--- src/rtl/mux4_rr_arbiter_if.sv ---
// Request/grant bundle between four requesters and the round-robin arbiter
// that drives the select lines of a shared 4:1 mux.
//   req  : request vector, bit i = requester i wants the mux
//   gnt  : one-hot grant, zero when idle
//   sel  : mux select, sel[1] -> s1, sel[0] -> s0
//   busy : mux output y is valid (gnt non-zero)
// master = requester side, slave = arbiter side.
interface mux4_rr_arbiter_if;
  logic [3:0] req;
  logic [3:0] gnt;
  logic [1:0] sel;
  logic       busy;

  modport master (output req, input gnt, input sel, input busy);
  modport slave  (input req, output gnt, output sel, output busy);
endinterface

--- src/rtl/mux4_rr_arbiter.sv ---
// Round-robin arbiter sharing a 4:1 mux between four requesters.
// A grant lasts until its owner drops req or has held it MAX_HOLD cycles;
// on release the next owner is picked in the same edge, starting from the
// index after the old owner, so back-to-back grants have no idle bubble.
// Ports:
//   clock : rising-edge clock
//   reset : asynchronous active-high reset
//   bus   : slave side of mux4_rr_arbiter_if (req in; gnt/sel/busy out,
//           all registered)
module mux4_rr_arbiter #(
  parameter int unsigned MAX_HOLD = 4  // legal range 1..255
) (
  input  logic              clock,
  input  logic              reset,
  mux4_rr_arbiter_if.slave  bus
);

  localparam logic [7:0] MAX_HOLD_C = 8'(MAX_HOLD);

  typedef enum logic {IDLE, GRANT} state_t;

  state_t      state_q, state_d;
  logic [1:0]  ptr_q, ptr_d;
  logic [7:0]  cnt_q, cnt_d;
  logic [1:0]  owner_q, owner_d;
  logic [3:0]  gnt_q, gnt_d;
  logic [1:0]  sel_q, sel_d;
  logic        busy_q, busy_d;

  // Returns {found, index} of the first requester at or after p (mod 4).
  // The scan runs from farthest to nearest so the nearest hit wins.
  function automatic logic [2:0] pick(input logic [1:0] p, input logic [3:0] r);
    logic [2:0] res;
    logic [1:0] idx;
    res = 3'b000;
    for (int k = 3; k >= 0; k--) begin
      idx = p + 2'(k);
      if (r[idx]) res = {1'b1, idx};
    end
    return res;
  endfunction

  logic       release_c;
  logic [2:0] win_c;
  logic [1:0] scan_ptr_c;

  always_comb begin
    state_d    = state_q;
    ptr_d      = ptr_q;
    cnt_d      = cnt_q;
    owner_d    = owner_q;
    gnt_d      = gnt_q;
    sel_d      = sel_q;
    busy_d     = busy_q;
    release_c  = (!bus.req[owner_q]) || (cnt_q == MAX_HOLD_C);
    // While idle the pointer stays put; on release it moves past the owner.
    scan_ptr_c = (state_q == GRANT) ? (owner_q + 2'd1) : ptr_q;
    win_c      = pick(scan_ptr_c, bus.req);

    unique case (state_q)
      IDLE: begin
        if (win_c[2]) begin
          state_d = GRANT;
          owner_d = win_c[1:0];
          gnt_d   = 4'b0001 << win_c[1:0];
          sel_d   = win_c[1:0];
          busy_d  = 1'b1;
          cnt_d   = 8'd1;
        end
      end
      GRANT: begin
        if (!release_c) begin
          cnt_d = cnt_q + 8'd1;
        end else begin
          ptr_d = scan_ptr_c;
          if (win_c[2]) begin
            // May re-grant the same owner when it is the sole requester.
            owner_d = win_c[1:0];
            gnt_d   = 4'b0001 << win_c[1:0];
            sel_d   = win_c[1:0];
            cnt_d   = 8'd1;
          end else begin
            // sel keeps pointing at the last owner while idle.
            state_d = IDLE;
            gnt_d   = 4'b0000;
            busy_d  = 1'b0;
            cnt_d   = 8'd0;
          end
        end
      end
      default: state_d = IDLE;
    endcase
  end

  always_ff @(posedge clock or posedge reset) begin
    if (reset) begin
      state_q <= IDLE;
      ptr_q   <= 2'd0;
      cnt_q   <= 8'd0;
      owner_q <= 2'd0;
      gnt_q   <= 4'b0000;
      sel_q   <= 2'b00;
      busy_q  <= 1'b0;
    end else begin
      state_q <= state_d;
      ptr_q   <= ptr_d;
      cnt_q   <= cnt_d;
      owner_q <= owner_d;
      gnt_q   <= gnt_d;
      sel_q   <= sel_d;
      busy_q  <= busy_d;
    end
  end

  assign bus.gnt  = gnt_q;
  assign bus.sel  = sel_q;
  assign bus.busy = busy_q;

endmodule

--- src/flat_wrapper.sv ---
// flat-port wrapper written by rule: the top's interface ports become plain ports
module mux4_rr_arbiter_flat 
#(
  parameter int unsigned MAX_HOLD = 4                       
)
  (clock, reset, bus_req, bus_gnt, bus_sel, bus_busy);
  mux4_rr_arbiter_if bus_i ();
  input  logic clock;
  input  logic reset;
  input wire logic [$bits(bus_i.req)-1:0] bus_req;
  output wire logic [$bits(bus_i.gnt)-1:0] bus_gnt;
  output wire logic [$bits(bus_i.sel)-1:0] bus_sel;
  output wire logic [$bits(bus_i.busy)-1:0] bus_busy;
  assign bus_i.req = bus_req;
  assign bus_gnt = bus_i.gnt;
  assign bus_sel = bus_i.sel;
  assign bus_busy = bus_i.busy;
  mux4_rr_arbiter #(.MAX_HOLD(MAX_HOLD)) u_core (.clock(clock), .reset(reset), .bus(bus_i));
endmodule
--- config.mk ---
export PLATFORM = sky130hd
export DESIGN_NAME = mux4_rr_arbiter_flat
export DESIGN_NICKNAME = d
export VERILOG_FILES = /design/src/rtl/mux4_rr_arbiter_if.sv /design/src/rtl/mux4_rr_arbiter.sv /design/src/flat_wrapper.sv
export SDC_FILE = /design/constraint.sdc
export NUM_CORES = 1
export LEC_CHECK = 0
export CORE_ASPECT_RATIO = 1.1
export CORE_MARGIN = 4
export CORE_UTILIZATION = 60
export CTS_BUF_LIST = sky130_fd_sc_hd__clkbuf_16
export DETAILED_ROUTE_END_ITERATION = 8
export DONT_BUFFER_PORTS = 1
export GPL_ROUTABILITY_DRIVEN = 1
export PLACE_DENSITY_LB_ADDON = 0.05
export SLEW_MARGIN = 10
export SYNTH_ARGS = -nofsm -noshare
export SYNTH_HDL_FRONTEND = slang
export SYNTH_SLANG_ARGS = --single-unit
--- constraint.sdc ---
create_clock -name clock -period 3.1 [get_ports clock]
set_input_delay 0.31 -clock clock [delete_from_list [all_inputs] [get_ports clock]]
set_output_delay 0.31 -clock clock [all_outputs]
set_load 0.005 [all_outputs]
==> out/metrics.yaml, run 1 <==
fill_cells: 115
antenna_found_initial: 0
synth_adder_area_share_pct: 2.361
cts_resized: 0
vias_per_cell: 6.520
synthSimpleGateAreaFrac_pct: 23.61
min_period_ns: 2.042
cts_root_buffer: "clkbuf_16"
worstPathRequired_ns: 3.23
r2r_start: "u_core.owner_q[0]"
worstPathArrival_ns: 2.17
grt_pass1_wl_um: 3353
ant_nets: 0
final_nets: 115
end_kind: "flop"
fin_worst_skew_ns: 0.002829
setup_tns_ns: 0
cts.sinks: 18
grt_max_degree: 19
r2r_end: "u_core.owner_q[0]"
synth_nets: 114
syn_area_um2: 1060
dpl_worst_slack_ns: 1.095
rows: 15
post_cts_buffers: 0
crit_cells: 5
crit_slowest_cell: "mux4_1"
synth-xor-area-share_pct: 1.653
vias: 802
start_kind: "flop"
drt_iter0_markers: 11
ctsHoldBuffers: 0
clock_path_buffers: 2
crit_chain: "mux4_1 > a21boi_2 > nand2_2 > nand2_1 > mux2_2"
worst-path-buf-inv: 0
synthMuxAreaShare_pct: 5.549
cts_inserted_buffers: 3
clk_latency_ns: 0.25
grt_use_met3_pct: 4.844
slew_headroom_pct: 56.09
grt-ovfl-total: 0
grtUsageTotal_pct: 18.89
detailed_place_hpwl_um: 1411
grt_pass1_vias: 793
ff_latch_area_um2: 450.4
h-tree-depth: 1
crit_path_max_fanout: 12
multi_input_area_um2: 558.0
ys_ff_latch: 18
grt.busiest_layer: "met2"
ir_worst_vdd_uv: 582.7
cp_top_family: "multiplexers"
dominantRegCellSynth: "dfrtp_1"
die_w_um: 48.07
yosysTopAreaCell: "dfrtp_1"
rr_worst_depth: 5
tightest_slew_ns: 0.6579
max_freq_mhz: 489.6
place_congestion: 0.7617
area_growth_pct: 6.729
place.port_buffers: 0
crit_path_max_incr_delay_ns: 0.59
synth_compound_area_share_pct: 19.48
hold_class: "input port to asynchronous set/reset pin"
cts_tree: "built"
reg2reg_setup_slack_ns: 1.06
final_hold_viol_count: 0
synth_top_family_by_area: "simple AND/OR/NAND/NOR gates"
drv_slew: 0
wl_per_cell_um: 16.33
power_leakage_nw: 0.5078
drt_pass1_iterations: 4
wirelength_um: 2009
rsz0062_at_grt: "no"
ios: 13
postSynthCellCount: 106
diodes: 0
seq_area_frac_synth_pct: 42.50
synth.area.top_cells: "dfrtp_1 43%, o21ai_0 5.7%, nand2_1 3.2%"
outcome: "finished, final reports clean"
ys_async_sr_fraction_pct: 100.0
cp-endpoint: "u_core.owner_q[0]"
clkTransAtPathRegs_ns: 0.05
synth_edf_count: 0
core-area_um2: 1614
die-area_um2: 2503
globalRouteMet2Util_pct: 30.62
setup_ws_ns: 1.058
met1_usage_pct: 23.52
final_core_util_pct: 70.08
yosys.area.top_type_share_pct: 42.50
drc: 0
syn_area_per_cell_um2: 9.998
synth_common_cells: "18 x dfrtp_1, 12 x o21ai_0, 9 x nand2_1, 6 x inv_1"
power.density_nw_per_um2: 919.5
fin_crit_sh_pct: 65.88
initial_core_util_pct: 65.66
yosysMostFrequentCell: "dfrtp_1"
setup.worst_path.class: "flop to flop"
yosysWarnings: 0
die_h_um: 52.08
worstSetupStartpoint: "u_core.owner_q[0]"
setup_viol: 0
drv_cap: 0
drive_gt1_share_pct: 16.04
ys_types: 45
routing by layer:
metal / share of wire, % / up-vias / wire [um]
li1: - / 384 / -
met1: 43 / 391 / 864
met2: 50 / 23 / 1004
met3: 5.6 / 4 / 112
met4: 1.3 / 0 / 27
met5: 0 / - / 0
through the flow:
stage,hold slack [ns],power (mW),cell area (um2),instances
2_1_floorplan,0.2486,0.7273,1060,106
3_3_place_gp,0.3321,0.7735,1052,119
3_5_place_dp,0.3401,0.7814,1052,119
4_1_cts,0.08168,1.042,1131,123
5_1_grt,0.1112,1.113,1131,123
6_report,0.04458,1.040,1131,123
report_power, final:
group	internal, mW	switching [mW]	leakage, nW	total (mW)
clock	0.171	0.0836	0.0385	0.255
combinational	0.190	0.197	0.242	0.387
sequential	0.309	0.0894	0.227	0.398
total	0.670	0.370	0.508	1.04
worst reg2reg max path, cell delays in order (launching register included):
cell,delay (ns)
dfrtp_1,0.54
mux4_1,0.59
a21boi_2,0.19
nand2_2,0.20
nand2_1,0.13
mux2_2,0.28
cells by family after synthesis:
logic type,after synthesis
simple gates,40
compound gates,30
flops,18
buf+inv,10
mux,4
xor+xnor,2
fa+ha+maj,2
state kept, by name, summed over array words and instances (netlist names):
signal           count
u_core.state_q       1
u_core.bus.gnt       4
u_core.ptr_q         2
u_core.bus.busy      1
u_core.owner_q       2
u_core.cnt_q         8
cell usage in the layout, fill, tap and decap left out, types with 2 or more instances in the layout:
| cell type | Yosys | final |
|---|---|---|
| nor3_1 | 3 | 3 |
| nand2_1 | 9 | 9 |
| nor2_1 | 3 | 3 |
| a22o_1 | 3 | 3 |
| or3_1 | 2 | 2 |
| a21oi_1 | 3 | 3 |
| and3_1 | 2 | 2 |
| nor3b_1 | 2 | 2 |
| clkbuf_16 | 0 | 3 |
| a21o_1 | 2 | 2 |
| mux2_2 | 2 | 2 |
| o2bb2ai_1 | 2 | 2 |
| o21ai_0 | 12 | 12 |
| nor2b_1 | 2 | 2 |
| nand3_1 | 2 | 2 |
| ha_1 | 2 | 2 |
| dfrtp_1 | 18 | 18 |
| and4bb_2 | 2 | 2 |
| o211ai_1 | 2 | 2 |
| inv_1 | 6 | 6 |
| nand2_2 | 2 | 2 |
area by class of cell:
class / instances / share of cell area, %
multi-input cells: 78 / 49.34
inverters: 6 / 1.991
clock buffers: 3 / 6.637
flip-flops and latches: 18 / 39.82
well taps: 17 / 1.881
clock inverters: 1 / 0.3319
worst min path at each step:
| stage | depth (start not counted) | end | slack (ns) |
|---|---|---|---|
| 2_1_floorplan | 1 | u_core.bus.busy | 0.25 |
| 3_3_place_gp | 1 | u_core.bus.gnt[2] | 0.33 |
| 3_5_place_dp | 1 | u_core.bus.gnt[1] | 0.34 |
| 4_1_cts | 1 | u_core.ptr_q[1] | 0.08 |
| 5_1_grt | 1 | u_core.cnt_q[1] | 0.11 |
| 6_report | 1 | u_core.owner_q[0] | 0.04 |
No activity file was read; power rests on OpenSTA's default activity.
==> run 2, diff against run 1 <==
--- a/config.mk
+++ b/config.mk
@@ -7,7 +7,7 @@
 export LEC_CHECK = 0
 export CORE_ASPECT_RATIO = 1.1
 export CORE_MARGIN = 4
-export CORE_UTILIZATION = 60
+export CORE_UTILIZATION = 55
 export CTS_BUF_LIST = sky130_fd_sc_hd__clkbuf_16
 export DETAILED_ROUTE_END_ITERATION = 8
 export DONT_BUFFER_PORTS = 1
==> constraint.sdc (replaced) <==
create_clock -name clock -period 1.7 [get_ports clock]
set_input_delay 0.17 -clock clock [delete_from_list [all_inputs] [get_ports clock]]
set_output_delay 0.17 -clock clock [all_outputs]
set_load 0.005 [all_outputs]
==> run 2 against run 1 <==
  * The run now ends with negative setup slack left
  * Core utilization up 9.2 points
  * Critical path depth unchanged
  * Via count up 14%
  * Clock power up 82%
  * Setup slack worse by 1.2 ns
  * Die area up 7.6%
  * Hold slack better by 0.25 ns
  * Non-clock buffer count up 28
  * Fmax up 9.8%
  * Register-to-register slack worse by 1.2 ns
  * Final cell count up 24%
  * Flip-flop and latch count unchanged
  * Critical endpoint is now u_core.bus.gnt[2]
  * Largest cell class unchanged
==> out/metrics.yaml, run 2 (same netlist as run 1, synthesis figures left out) <==
setup.worst_path.class: "flop to flop"
drive_gt1_share_pct: 44.78
layout_common_cells: "24 x buf_4, 15 x dfrtp_1, 7 x nand2_1, 6 x o21ai_1, 5 x inv_1"
vias_per_cell: 6.026
detailed_place_hpwl_um: 1749
p_comb_share_pct: 55.1
grt_max_degree: 19
swShare_pct: 33.93
cts_inserted_buffers: 3
fin_worst_skew_ns: 0.007949
p_switching_mw: 0.8911
final_common_cell: "buf_4"
clock_path_buffers: 2
power.density_nw_per_um2: 1838
end_kind: "flop"
drc: 0
worstPathArrival_ns: 2.00
rsz0062_at_grt: "yes"
grtUsageTotal_pct: 21.60
setup_tns_ns: -0.5433
final_core_util_pct: 79.31
cts_root_buffer: "clkbuf_16"
finalHoldWorstSlack_ns: 0.2945
cts_tree: "built"
rows: 16
setup_viol: 11
die-area_um2: 2694
place_congestion: 0.7390
slew_headroom_pct: 52.76
tightest_slew_ns: 0.7079
drt_pass1_iterations: 4
die_w_um: 49.86
outcome: "complete, but fails checks"
drv_slew: 0
initial_core_util_pct: 58.82
clk_latency_ns: 0.25
power.total_mw: 2.626
core-area_um2: 1802
fin_crit_sh_pct: 109.4
start_kind: "flop"
top_register: "u_core.cnt_q"
die_h_um: 54.04
h-tree-depth: 1
vias: 916
hold_class: "input port to flop"
worstPathRequired_ns: 1.84
drv_cap: 0
min_period_ns: 1.860
p_clk_share_pct: 17.7
crit_path_max_fanout: 6
setup_ws_ns: -0.1604
fill_cells: 108
ios: 13
clkTransAtPathRegs_ns: 0.05
power_leakage_nw: 0.6575
grt-ovfl-total: 0
max_freq_mhz: 537.5
wl_per_cell_um: 17.10
grt_pass1_wl_um: 4326
final_hold_viol_count: 0
largest_reg_flops: 8
final_nets: 143
wirelength_um: 2599
violations: "negative setup slack"
ant_nets: 0
place.port_buffers: 0
area_growth_pct: 34.83
power_frac_seq_pct: 27.2
antenna_found_initial: 0
p_int_mw: 1.735
grt_pass1_vias: 932
drt_iter0_markers: 17
cts.sinks: 18
diodes: 0
reg2reg_setup_slack_ns: -0.16
ir_worst_vdd_uv: 1292
==> run 2: cell count changes in the layout (fill, tap and decap cells not counted), sizes merged <==
cell / before / now
buf: 0 / 27
dlygate4sd3: 0 / 1
==> run 2: worst paths after layout <==
kind                                    from           endpoint  cells after the start
max in group asynchronous              reset  u_core.owner_q[1]                      2
setup / recovery           u_core.owner_q[0]  u_core.bus.gnt[2]                      5
setup reg to reg           u_core.owner_q[0]  u_core.bus.gnt[2]                      5
min in group asynchronous              reset  u_core.bus.gnt[2]                      2
hold / removal                    bus_req[2]     u_core.state_q                      1
hold reg to reg            u_core.bus.gnt[0]  u_core.bus.gnt[0]                      1
==> run 2: worst max-delay path, stage by stage (launching register included) <==
cell     delay (ns)
dfrtp_2        0.46
xor2_2         0.17
mux2i_2        0.25
nor3b_2        0.10
or4_4          0.54
a22o_1         0.22
==> run 2: final cells by class <==
cell class	count	area, um2	area share (%)
Timing Repair Buffer	28	232.7	16.29
Clock inverter	1	3.754	0.2627
Sequential cell	18	454.2	31.79
Multi-Input combinational cell	78	618.1	43.26
Clock buffer	3	75.07	5.254
Inverter	6	22.52	1.576
Tap cell	18	22.52	1.576
==> run 2: per-stage QoR <==
| stage | area [um2] | std cells | setup WS (ns) |
|---|---|---|---|
| 3_3_place_gp | 1194 | 136 | -0.1202 |
| 6_report | 1429 | 152 | -0.1604 |
| 3_5_place_dp | 1194 | 136 | -0.1632 |
| 5_1_grt | 1429 | 152 | -0.1915 |
| 2_1_floorplan | 1071 | 106 | -0.08172 |
| 4_1_cts | 1420 | 152 | -0.1191 |
==> run 2: power groups by stage <==
stage / registers, mW / clock network [mW] / logic, mW
3_3_place_gp: 0.692 / 0 / 1.04
2_1_floorplan: 0.671 / 0 / 0.679
5_1_grt: 0.734 / 0.501 / 1.56
3_5_place_dp: 0.698 / 0 / 1.07
4_1_cts: 0.707 / 0.482 / 1.39
6_report: 0.715 / 0.464 / 1.45
==> run 2: routing by layer <==
layer  vias to the layer above  GRT usage, %  part of all wire, %
met4                         0         9.677                 0.92
met2                        16         39.43                   55
met5                         -             0                    0
li1                        444             -                    -
met3                         4         4.155                  2.7
met1                       452         24.78                   41
==> run 2: timing repair <==
action,in CTS,in global routing
pin swaps,12,6
setup buffers,12,1
setup endpoints to repair,15,15
hold buffers,1,0
gates resized for setup,24,5
endpoints found under the hold margin,18,0
==> run 3, diff against run 2 <==
==> constraint.sdc (replaced) <==
create_clock -name clock -period 1.7 [get_ports clock]
set_input_delay 0.255 -clock clock [delete_from_list [all_inputs] [get_ports clock]]
set_output_delay 0.255 -clock clock [all_outputs]
set_load 0.005 [all_outputs]
==> run 3 against run 2 <==
  * The run still ends with negative setup slack left
  * Register-to-register slack improved by 0.07 ns
  * Fmax increased by 4.1%
  * Sequential share of layout area increased by 1.1 points
  * Global-route usage decreased by 0.45 points
  * Sequential power decreased by 0.8%
  * Critical endpoint unchanged
  * Highest routed layer unchanged
==> out/metrics.yaml, run 3 (same netlist as run 1, synthesis figures left out) <==
setup_tns_ns: -0.3828
final_nets: 138
setup_ws_ns: -0.08697
die-area_um2: 2694
cp_top_family: "simple AND/OR/NAND/NOR gates"
h-tree-depth: 1
vias: 891
die_w_um: 49.86
slew_headroom_pct: 52.58
clkTransAtPathRegs_ns: 0.05
grt_pass1_vias: 909
place_congestion: 0.7450
clk_latency_ns: 0.25
ios: 13
core-area_um2: 1802
final_area_um2: 1379
worstPathArrival_ns: 1.92
drv_cap: 0
outcome: "complete, but fails checks"
largest_reg_flops: 8
crit_path_max_fanout: 5
area_growth_pct: 30.11
hold_class: "input port to asynchronous set/reset pin"
worst-path-buf-inv: 0
p_clk_share_pct: 18.9
p_int_mw: 1.619
grt_pass1_wl_um: 4188
wirelength_um: 2488
power_leakage_nw: 0.6375
violations: "negative setup slack"
drv_slew: 0
clock_path_buffers: 2
detailed_place_hpwl_um: 1713
diodes: 0
wl_per_cell_um: 16.93
grt-ovfl-total: 0
die_h_um: 54.04
drt_pass1_iterations: 4
ant_nets: 0
drc: 0
cts_root_buffer: "clkbuf_16"
cts_inserted_buffers: 3
ir_worst_vdd_uv: 1027
antenna_found_initial: 0
detailed_place.area_um2: 1201
rows: 16
drive_gt1_share_pct: 40.31
ctsHoldBuffers: 0
crit_chain: "xor2_1 > mux2i_1 > nor3b_1 > or4_4 > a22o_1"
rsz0062_at_grt: "yes"
final_common_cell: "buf_4"
crit_path_max_incr_delay_ns: 0.54
power.density_nw_per_um2: 1780
setup_viol: 10
grtUsageTotal_pct: 21.15
power_frac_seq_pct: 28.9
start_kind: "flop"
place.port_buffers: 0
end_kind: "flop"
layout_common_cells: "20 x buf_4, 16 x dfrtp_1, 8 x nand2_1, 6 x o21ai_1, 5 x o21ai_0"
final_hold_viol_count: 0
crit_slowest_cell: "or4_4"
cts_tree: "built"
vias_per_cell: 6.061
tightest_slew_ns: 0.7106
grt_max_degree: 19
p_comb_share_pct: 52.2
cts.sinks: 18
fin_worst_skew_ns: 0.001223
drt_iter0_markers: 32
initial_core_util_pct: 58.82
setup.worst_path.class: "flop to flop"
max_freq_mhz: 559.6
swShare_pct: 34.06
top_register: "u_core.cnt_q"
min_period_ns: 1.787
fin_crit_sh_pct: 105.1
worstPathRequired_ns: 1.84
p_switching_mw: 0.8359
## run 3: final timing paths
| check | start | endpoint | slack, ns | cells past startpoint |
|---|---|---|---|---|
| max in group asynchronous | reset | u_core.state_q | 1.19 | 1 |
| worst min-delay path | reset | u_core.cnt_q[0] | 0.01 | 1 |
| worst max register to register | u_core.owner_q[0] | u_core.bus.gnt[2] | -0.09 | 5 |
| worst max-delay path | u_core.owner_q[0] | u_core.bus.gnt[2] | -0.09 | 5 |
| min in group clock | bus_req[2] | u_core.bus.gnt[1] | 0.39 | 3 |
| worst min register to register | u_core.bus.gnt[0] | u_core.bus.gnt[0] | 0.52 | 1 |
## run 3: layout make-up
class | count | area, um2
Timing Repair Buffer | 23 | 192.7
Clock inverter | 1 | 3.754
Sequential cell | 18 | 452.9
Fill cell | 125 | 422.9
Multi-Input combinational cell | 78 | 609.3
Clock buffer | 3 | 75.07
Inverter | 6 | 22.52
Tap cell | 18 | 22.52
## run 3: routing by layer
metal	wire length, um	global-route usage (%)	vias to the layer above
li1	-	-	435
met1	1050	22.61	439
met2	1317	40.75	13
met3	78	3.601	4
met4	41	10.14	0
met5	0	0	-
## run 3: worst reg2reg max path: stages (launching register included)
cell and delay (ns):
dfrtp_2 0.44, xor2_1 0.17, mux2i_1 0.22, nor3b_1 0.09
or4_4 0.54, a22o_1 0.21
## run 3: repair_timing
action | 4_1_cts | 5_1_grt
resized for setup | 16 | 9
setup endpoints to repair | 16 | 14
pin swaps | 7 | 1
hold endpoints to repair | 0 | 0
buffers inserted | 6 | 0
## run 3: power by group through the flow
stage | sequential (mW) | clock [mW] | combinational, mW
final | 0.709 | 0.465 | 1.28
after global routing | 0.736 | 0.490 | 1.41
after CTS | 0.699 | 0.474 | 1.23
after detailed placement | 0.703 | 0 | 1.06
after global placement | 0.691 | 0 | 1.04
after floorplan | 0.671 | 0 | 0.679
## run 3: metrics by stage
stage | total power, mW | std cells | utilization (%) | hold WS (ns) | setup WS, ns
after floorplan | 1.350 | 106 | - | 0.1936 | -0.08172
after global placement | 1.729 | 137 | 66.67 | 0.2881 | -0.1224
after detailed placement | 1.761 | 137 | 66.67 | 0.2873 | -0.1743
after CTS | 2.400 | 147 | 75.49 | 0.02977 | -0.08599
after global routing | 2.639 | 147 | 76.53 | 0.05467 | -0.1879
final | 2.454 | 147 | 76.53 | 0.01150 | -0.08697
